--- src/rtl/riscv_multicycle_core_if.sv ---
// Shared word-wide memory port: valid/ready request channel
// plus an rvalid response channel.
interface riscv_multicycle_core_if;
    logic        mem_valid;
    logic        mem_ready;
    logic        mem_we;
    logic [31:0] mem_addr;
    logic [31:0] mem_wdata;
    logic        mem_rvalid;
    logic [31:0] mem_rdata;

    modport master (
        output mem_valid, mem_we, mem_addr, mem_wdata,
        input  mem_ready, mem_rvalid, mem_rdata
    );

    modport slave (
        input  mem_valid, mem_we, mem_addr, mem_wdata,
        output mem_ready, mem_rvalid, mem_rdata
    );
endinterface

--- src/rtl/riscv_multicycle_core.sv ---
// Multi-cycle RV32I/RV32E core sharing one memory port
// for fetch and load/store; halts on illegal or misaligned ops.
module riscv_multicycle_core #(
    parameter logic [31:0] RESET_PC = 32'h0000_0000,
    parameter int          NUM_REGS = 32,
    parameter int          CNT_W    = 32
) (
    input  logic                    clk,
    input  logic                    reset_n,
    riscv_multicycle_core_if.master mem,
    output logic                    halted,
    output logic                    retire,
    output logic [CNT_W-1:0]        instret_count,
    output logic [31:0]             pc_out,
    output logic [31:0]             instruction_out
);
    localparam int RW = $clog2(NUM_REGS);

    localparam logic [6:0] OPC_LUI    = 7'b0110111;
    localparam logic [6:0] OPC_AUIPC  = 7'b0010111;
    localparam logic [6:0] OPC_JAL    = 7'b1101111;
    localparam logic [6:0] OPC_JALR   = 7'b1100111;
    localparam logic [6:0] OPC_BRANCH = 7'b1100011;
    localparam logic [6:0] OPC_LOAD   = 7'b0000011;
    localparam logic [6:0] OPC_STORE  = 7'b0100011;
    localparam logic [6:0] OPC_OPIMM  = 7'b0010011;
    localparam logic [6:0] OPC_OP     = 7'b0110011;

    typedef enum logic [2:0] {
        S_FETCH, S_IWAIT, S_DECODE, S_EXEC, S_MEM, S_DWAIT, S_TRAP
    } state_t;

    state_t      state;
    logic [31:0] pc;
    logic [31:0] ir;
    logic [31:0] op_a;
    logic [31:0] op_b;
    logic [31:0] rf [NUM_REGS];
    logic        valid_q;
    logic        we_q;
    logic [31:0] addr_q;
    logic [31:0] wdata_q;

    assign mem.mem_valid  = valid_q;
    assign mem.mem_we     = we_q;
    assign mem.mem_addr   = addr_q;
    assign mem.mem_wdata  = wdata_q;
    assign pc_out          = pc;
    assign instruction_out = ir;

    logic [6:0] opc;
    logic [4:0] rd;
    logic [4:0] rs1;
    logic [4:0] rs2;
    logic [2:0] f3;
    logic [6:0] f7;

    assign opc = ir[6:0];
    assign rd  = ir[11:7];
    assign f3  = ir[14:12];
    assign rs1 = ir[19:15];
    assign rs2 = ir[24:20];
    assign f7  = ir[31:25];

    logic is_lui, is_auipc, is_jal, is_jalr, is_branch;
    logic is_load, is_store, is_opimm, is_op;

    assign is_lui    = opc == OPC_LUI;
    assign is_auipc  = opc == OPC_AUIPC;
    assign is_jal    = opc == OPC_JAL;
    assign is_jalr   = opc == OPC_JALR;
    assign is_branch = opc == OPC_BRANCH;
    assign is_load   = opc == OPC_LOAD;
    assign is_store  = opc == OPC_STORE;
    assign is_opimm  = opc == OPC_OPIMM;
    assign is_op     = opc == OPC_OP;

    logic [31:0] i_imm, s_imm, b_imm, u_imm, j_imm;

    assign i_imm = {{21{ir[31]}}, ir[30:20]};
    assign s_imm = {{21{ir[31]}}, ir[30:25], ir[11:7]};
    assign b_imm = {{20{ir[31]}}, ir[7], ir[30:25], ir[11:8], 1'b0};
    assign u_imm = {ir[31:12], 12'b0};
    assign j_imm = {{12{ir[31]}}, ir[19:12], ir[20], ir[30:21], 1'b0};

    logic alt_f7;
    logic opimm_ok;
    logic op_ok;

    assign alt_f7   = f7 == 7'b0100000;
    assign opimm_ok = (f3 == 3'b001) ? (f7 == 7'b0) :
                      (f3 == 3'b101) ? (f7 == 7'b0 || alt_f7) : 1'b1;
    assign op_ok    = (f7 == 7'b0) ||
                      (alt_f7 && (f3 == 3'b000 || f3 == 3'b101));

    logic [31:0] imm;
    logic        legal;
    logic        use_rd;
    logic        use_rs1;
    logic        use_rs2;

    always_comb begin
        imm     = '0;
        legal   = 1'b0;
        use_rd  = 1'b0;
        use_rs1 = 1'b0;
        use_rs2 = 1'b0;
        unique case (1'b1)
            is_lui, is_auipc: begin
                imm = u_imm; legal = 1'b1; use_rd = 1'b1;
            end
            is_jal: begin
                imm = j_imm; legal = 1'b1; use_rd = 1'b1;
            end
            is_jalr: begin
                imm = i_imm; legal = f3 == 3'b000;
                use_rd = 1'b1; use_rs1 = 1'b1;
            end
            is_branch: begin
                imm = b_imm; legal = f3[2:1] != 2'b01;
                use_rs1 = 1'b1; use_rs2 = 1'b1;
            end
            is_load: begin
                imm = i_imm; legal = f3 == 3'b010;
                use_rd = 1'b1; use_rs1 = 1'b1;
            end
            is_store: begin
                imm = s_imm; legal = f3 == 3'b010;
                use_rs1 = 1'b1; use_rs2 = 1'b1;
            end
            is_opimm: begin
                imm = i_imm; legal = opimm_ok;
                use_rd = 1'b1; use_rs1 = 1'b1;
            end
            is_op: begin
                legal = op_ok;
                use_rd = 1'b1; use_rs1 = 1'b1; use_rs2 = 1'b1;
            end
            default: ;
        endcase
    end

    function automatic logic reg_bad(input logic [4:0] r);
        return int'(r) >= NUM_REGS;
    endfunction

    logic illegal;

    assign illegal = !legal ||
                     (use_rd  && reg_bad(rd))  ||
                     (use_rs1 && reg_bad(rs1)) ||
                     (use_rs2 && reg_bad(rs2));

    logic [31:0] alu_b;
    logic [4:0]  sh;
    logic [31:0] alu;
    logic        take;

    assign alu_b = is_op ? op_b : imm;
    assign sh    = alu_b[4:0];

    always_comb begin
        alu = '0;
        unique case (f3)
            3'b000: alu = (is_op && f7[5]) ? op_a - alu_b : op_a + alu_b;
            3'b001: alu = op_a << sh;
            3'b010: alu = {31'b0, $signed(op_a) < $signed(alu_b)};
            3'b011: alu = {31'b0, op_a < alu_b};
            3'b100: alu = op_a ^ alu_b;
            3'b101: alu = f7[5] ? 32'($signed(op_a) >>> sh) : op_a >> sh;
            3'b110: alu = op_a | alu_b;
            3'b111: alu = op_a & alu_b;
            default: ;
        endcase
    end

    always_comb begin
        take = 1'b0;
        unique case (f3)
            3'b000: take = op_a == op_b;
            3'b001: take = op_a != op_b;
            3'b100: take = $signed(op_a) < $signed(op_b);
            3'b101: take = $signed(op_a) >= $signed(op_b);
            3'b110: take = op_a < op_b;
            3'b111: take = op_a >= op_b;
            default: ;
        endcase
    end

    logic [31:0] pc_plus4;
    logic [31:0] pc_imm;
    logic [31:0] a_imm;
    logic [31:0] tgt;
    logic [31:0] next_pc;
    logic [31:0] rd_val;
    logic        jump;
    logic        bad_tgt;
    logic        is_mem;

    assign pc_plus4 = pc + 32'd4;
    assign pc_imm   = pc + imm;
    assign a_imm    = op_a + imm;
    // JALR drops bit 0 before the alignment check
    assign tgt      = is_jalr ? {a_imm[31:1], 1'b0} : pc_imm;
    assign jump     = is_jal || is_jalr || (is_branch && take);
    assign bad_tgt  = jump && (tgt[1:0] != 2'b00);
    assign next_pc  = jump ? tgt : pc_plus4;
    assign is_mem   = is_load || is_store;
    assign rd_val   = is_lui               ? imm      :
                      is_auipc             ? pc_imm   :
                      (is_jal || is_jalr)  ? pc_plus4 : alu;

    localparam logic [CNT_W-1:0] CNT_ONE = {{(CNT_W-1){1'b0}}, 1'b1};

    always_ff @(posedge clk or negedge reset_n) begin
        if (!reset_n) begin
            state         <= S_FETCH;
            pc            <= RESET_PC;
            ir            <= '0;
            op_a          <= '0;
            op_b          <= '0;
            valid_q       <= 1'b0;
            we_q          <= 1'b0;
            addr_q        <= '0;
            wdata_q       <= '0;
            retire        <= 1'b0;
            halted        <= 1'b0;
            instret_count <= '0;
            for (int i = 0; i < NUM_REGS; i++) rf[i] <= '0;
        end else begin
            retire <= 1'b0;
            unique case (state)
                S_FETCH: begin
                    if (!valid_q) begin
                        valid_q <= 1'b1;
                        we_q    <= 1'b0;
                        addr_q  <= pc;
                    end else if (mem.mem_ready) begin
                        valid_q <= 1'b0;
                        state   <= S_IWAIT;
                    end
                end
                S_IWAIT: begin
                    if (mem.mem_rvalid) begin
                        ir    <= mem.mem_rdata;
                        state <= S_DECODE;
                    end
                end
                S_DECODE: begin
                    if (illegal) begin
                        halted <= 1'b1;
                        state  <= S_TRAP;
                    end else begin
                        op_a  <= (rs1 == 5'd0) ? '0 : rf[rs1[RW-1:0]];
                        op_b  <= (rs2 == 5'd0) ? '0 : rf[rs2[RW-1:0]];
                        state <= S_EXEC;
                    end
                end
                S_EXEC: begin
                    if (is_mem) begin
                        if (a_imm[1:0] != 2'b00) begin
                            halted <= 1'b1;
                            state  <= S_TRAP;
                        end else begin
                            valid_q <= 1'b1;
                            we_q    <= is_store;
                            addr_q  <= a_imm;
                            wdata_q <= op_b;
                            state   <= S_MEM;
                        end
                    end else if (bad_tgt) begin
                        halted <= 1'b1;
                        state  <= S_TRAP;
                    end else begin
                        if (!is_branch && rd != 5'd0)
                            rf[rd[RW-1:0]] <= rd_val;
                        pc            <= next_pc;
                        retire        <= 1'b1;
                        instret_count <= instret_count + CNT_ONE;
                        valid_q       <= 1'b1;
                        we_q          <= 1'b0;
                        addr_q        <= next_pc;
                        state         <= S_FETCH;
                    end
                end
                S_MEM: begin
                    if (mem.mem_ready) begin
                        valid_q <= 1'b0;
                        we_q    <= 1'b0;
                        state   <= S_DWAIT;
                    end
                end
                S_DWAIT: begin
                    if (mem.mem_rvalid) begin
                        if (is_load && rd != 5'd0)
                            rf[rd[RW-1:0]] <= mem.mem_rdata;
                        pc            <= pc_plus4;
                        retire        <= 1'b1;
                        instret_count <= instret_count + CNT_ONE;
                        valid_q       <= 1'b1;
                        we_q          <= 1'b0;
                        addr_q        <= pc_plus4;
                        state         <= S_FETCH;
                    end
                end
                S_TRAP: halted <= 1'b1;
                default: begin
                    halted <= 1'b1;
                    state  <= S_TRAP;
                end
            endcase
        end
    end
endmodule
--- src/flat_wrapper.sv ---
// flat-port wrapper written by rule: the top's interface ports become plain ports
module riscv_multicycle_core_flat 
#(
    parameter logic [31:0] RESET_PC = 32'h0000_0000,
    parameter int          NUM_REGS = 32,
    parameter int          CNT_W    = 32
)
  (clk, reset_n, halted, retire, instret_count, pc_out, instruction_out, mem_mem_valid, mem_mem_we, mem_mem_addr, mem_mem_wdata, mem_mem_ready, mem_mem_rvalid, mem_mem_rdata);
  riscv_multicycle_core_if mem_i ();
  input  logic clk;
  input  logic reset_n;
  output logic halted;
  output logic retire;
  output logic [CNT_W-1:0] instret_count;
  output logic [31:0] pc_out;
  output logic [31:0] instruction_out;
  output wire logic [$bits(mem_i.mem_valid)-1:0] mem_mem_valid;
  output wire logic [$bits(mem_i.mem_we)-1:0] mem_mem_we;
  output wire logic [$bits(mem_i.mem_addr)-1:0] mem_mem_addr;
  output wire logic [$bits(mem_i.mem_wdata)-1:0] mem_mem_wdata;
  input wire logic [$bits(mem_i.mem_ready)-1:0] mem_mem_ready;
  input wire logic [$bits(mem_i.mem_rvalid)-1:0] mem_mem_rvalid;
  input wire logic [$bits(mem_i.mem_rdata)-1:0] mem_mem_rdata;
  assign mem_mem_valid = mem_i.mem_valid;
  assign mem_mem_we = mem_i.mem_we;
  assign mem_mem_addr = mem_i.mem_addr;
  assign mem_mem_wdata = mem_i.mem_wdata;
  assign mem_i.mem_ready = mem_mem_ready;
  assign mem_i.mem_rvalid = mem_mem_rvalid;
  assign mem_i.mem_rdata = mem_mem_rdata;
  riscv_multicycle_core #(.RESET_PC(RESET_PC), .NUM_REGS(NUM_REGS), .CNT_W(CNT_W)) u_core (.clk(clk), .reset_n(reset_n), .mem(mem_i), .halted(halted), .retire(retire), .instret_count(instret_count), .pc_out(pc_out), .instruction_out(instruction_out));
endmodule
--- config.mk ---
export PLATFORM = sky130hd
export DESIGN_NAME = riscv_multicycle_core_flat
export DESIGN_NICKNAME = d
export VERILOG_FILES = /design/src/rtl/riscv_multicycle_core_if.sv /design/src/rtl/riscv_multicycle_core.sv /design/src/flat_wrapper.sv
export SDC_FILE = /design/constraint.sdc
export NUM_CORES = 2
export LEC_CHECK = 0
export CAP_MARGIN = 30
export CORE_ASPECT_RATIO = 0.5
export CORE_UTILIZATION = 30
export DETAILED_ROUTE_END_ITERATION = 8
export DONT_BUFFER_PORTS = 1
export GPL_TIMING_DRIVEN = 0
export HOLD_SLACK_MARGIN = 0.06
export PLACE_DENSITY = 0.41
export SETUP_SLACK_MARGIN = 0.05
export SYNTH_ARGS = -nofsm -noshare
export SYNTH_HDL_FRONTEND = slang
export SYNTH_SLANG_ARGS = --single-unit
--- constraint.sdc ---
create_clock -name clk -period 9.6 [get_ports clk]
set_clock_uncertainty 0.2 [all_clocks]
set_input_delay 1.92 -clock clk [delete_from_list [all_inputs] [get_ports clk]]
set_output_delay 1.92 -clock clk [all_outputs]
set_load 0.03 [all_outputs]
==> results.json <==
{
  "cts_max_path_buffers": 4,
  "drive_above_1_share": 0.263,
  "synth_edf_count": 0,
  "grt_pass1_vias": 66100,
  "rows": 133,
  "rsz0062_at_grt": "no",
  "synth.yosys.seq_area_share": 0.393,
  "dp_cells": 10800,
  "cts_sinks": 1255,
  "rr_endpoint": "u_core.rf[277]",
  "max_clock_freq_ghz": 0.103,
  "hpwl_um": 351000,
  "htree_levels": 4,
  "via_count": 70400,
  "synth_area_um2": 80000,
  "drtIter0Drc": 10200,
  "start_kind": "register",
  "final.period_utilization": 1.01,
  "cts_tree": "built",
  "cp.required_ps": 10020,
  "slowest_stage": "a21oi_1",
  "criticalPathCategory": "reg -> reg",
  "p_leak_nw": 37.1,
  "finalInstanceArea_um2": 91700,
  "setup_viol": 12,
  "cts_resized": 0,
  "synth_seq_cells": 1255,
  "violations": "setup timing",
  "place_area_um2": 87000,
  "syn_nets": 7386,
  "final_cell_mix": "dfrtp_1, mux2_2, mux4_2, nand2_1, nor2_1",
  "fin_ws_ps": -125,
  "status": "finished, violations left",
  "pre_cts_ws_ps": 382,
  "cellPowerDensity_nw_per_um2": 336,
  "insertion_delay_ps": 880,
  "async_flop_share": 1.00,
  "dr.pass1.iters": 7,
  "wl_per_cell_um": 42.0,
  "r2r_cells": 25,
  "holdBufCountCts": 0,
  "r2r_start": "u_core.instruction_out[2]",
  "routed_wl_um": 466000,
  "nNetsFinal": 7702,
  "critical_path_depth": 25,
  "finalNonFillerCells": 11100,
  "cp_top_family": "buffers and inverters",
  "layout_commonest_cell": "dfrtp_1",
  "die_area_um2": 269000,
  "crit_path_end": "u_core.rf[277]",
  "area_growth_pct": 14.6,
  "avgViaCountPerCell": 6.34,
  "fin_setup_tns_ps": -435,
  "grt_pass1_wl_um": 617000,
  "p_total_mw": 30.8,
  "critPathMaxFanout": 10,
  "crit_arrival_ps": 10140,
  "syn_avg_cell_area_um2": 11.2,
  "tritoncts.num_buffers": 144,
  "grt-ovfl-total": 0,
  "max_stage_delay_ps": 700,
  "cts_setup_buffers": 0,
  "clockRootBuffer": "clkbuf_16",
  "core_um2": 264000,
  "slew_headroom": 0.00250,
  "portBuffers": 0,
  "grtUsageTotal": 0.337,
  "r2r_setup_slack_ps": -130,
  "synth_ff_type": "dfrtp_1",
  "crit_path_end_kind": "register",
  "crit_buf_inv": 8,
  "gp_congestion": 1.04,
  "drc": 0,
  "synth_warnings": 0,
  "tightest_slew_ps": 1500,
  "boundaryPins": 200,
  "final_hold_viol_count": 0,
  "timing.max_cap.violations": 0,
  "period_minus_slack_ps": 9730,
  "ant_nets": 0,
  "grt_max_degree": 232,
  "initial_core_util": 0.303,
  "die_w_um": 732,
  "drv_slew": 0,
  "synth.distinct_cells": 108,
  "crit_start": "u_core.instruction_out[2]",
  "peakVddDrop_mv": 0.193,
  "min_path_type": "reg -> reg",
  "antenna_found_initial": 46,
  "syn_inst": 7162,
  "cts.clk_slew.worst_paths_ps": 100,
  "die_h_um": 367
}
-- flip-flops by register name, summed over array words and instances (netlist names), 3 cells and up --
register	count
u_core.instret_count	32
u_core.instruction_out	32
u_core.mem.mem_addr	32
u_core.mem.mem_wdata	32
u_core.op_a	32
u_core.op_b	32
u_core.pc_out	32
u_core.rf	1024
u_core.state	3
-- stage by stage --
step	utilization	hold slack [ps]
after floorplan	-	241
after global placement	0.320	258
after detailed placement	0.330	266
after CTS	0.347	281
after global routing	0.347	295
final	0.347	278
-- worst register-to-register path: cells and delay by family, from the launching register on --
family                   cells  cell delay, ps
flip-flops                   1             680
buffers and inverters        8            3270
adder cells (fa/ha/maj)      1             310
AO/OA/AOI/OAI               10            2680
AND/OR/NAND/NOR              6            2400
-- cell type report --
type	count	area (µm²)
antenna	19	47.5
buffer	660	2820
clock buffer	217	4250
clock inverter	20	263
fill	26600	172000
inverter	189	712
multi-input combinational	5058	45300
sequential	1255	31400
tap	3510	4390
timing repair buffer	170	2500
-- how the worst min path moves through the flow --
stage | end | depth (start not counted) | start | slack (ps)
after global placement | u_core.rf[1021] | 1 | u_core.rf[1021] | 260
after global routing | u_core.op_b[27] | 2 | u_core.op_b[27] | 290
after CTS | u_core.rf[1020] | 1 | u_core.rf[1020] | 280
after detailed placement | u_core.rf[1009] | 1 | u_core.rf[1009] | 270
final | u_core.op_b[28] | 2 | u_core.op_b[28] | 280
after floorplan | u_core.rf[1000] | 1 | u_core.rf[1000] | 240
-- metal layers --
metal	track usage	share of wire	up-vias	routed length [µm]
li1	-	-	27700	-
met1	0.462	0.42	37400	194000
met2	0.486	0.42	4388	194000
met3	0.108	0.11	941	52600
met4	0.148	0.053	12	24900
met5	0	0.00013	-	59
-- synth_stat cells, types with 16 or more instances --
library cell	instances	area [µm²]
dfrtp_1	1255	31400
mux2_2	680	7660
mux4_2	640	14400
nand2_1	555	2080
nor2_1	474	1780
o21ai_0	460	2300
clkbuf_1	434	1630
a21oi_1	387	1940
a31oi_1	193	1210
ha_1	185	2310
inv_1	182	683
mux2i_1	172	1720
nand3_1	140	701
buf_2	121	606
xnor2_1	102	893
buf_1	90	338
nor3_1	85	425
a21o_1	67	503
o31ai_1	63	473
a211oi_1	60	450
xor2_1	55	482
o211ai_1	53	398
nand4_1	44	275
and3_1	42	263
and2_1	36	225
o21a_1	33	248
a221oi_1	31	272
nor4_1	31	194
nand2b_1	27	169
o22ai_1	25	156
nor2b_1	23	144
o21bai_1	23	173
o221ai_1	23	201
o21ai_1	21	105
or3_1	20	125
a21boi_0	19	143
o2111ai_1	16	140
or4_1	16	120
-- cells by family (layout without fill, tap and decap cells) --
kind of cell             Yosys count  count (layout)  share of synthesized area
AO/OA/AOI/OAI                   1634            1634                      0.128
other                              0              19                          0
XOR/XNOR                         157             157                     0.0172
adder cells (fa/ha/maj)          190             190                     0.0299
multiplexers                    1506            1506                      0.299
flip-flops                      1255            1255                      0.393
AND/OR/NAND/NOR                 1571            1571                     0.0907
buffers and inverters            849            1256                     0.0426
-- report_power, final --
group          switching (mW)  internal (mW)  total [mW]
combinational            11.5           5.86        17.3
sequential               1.49           6.34        7.82
clock                    2.48           3.18        5.66
No activity file was read; power rests on OpenSTA's default activity.
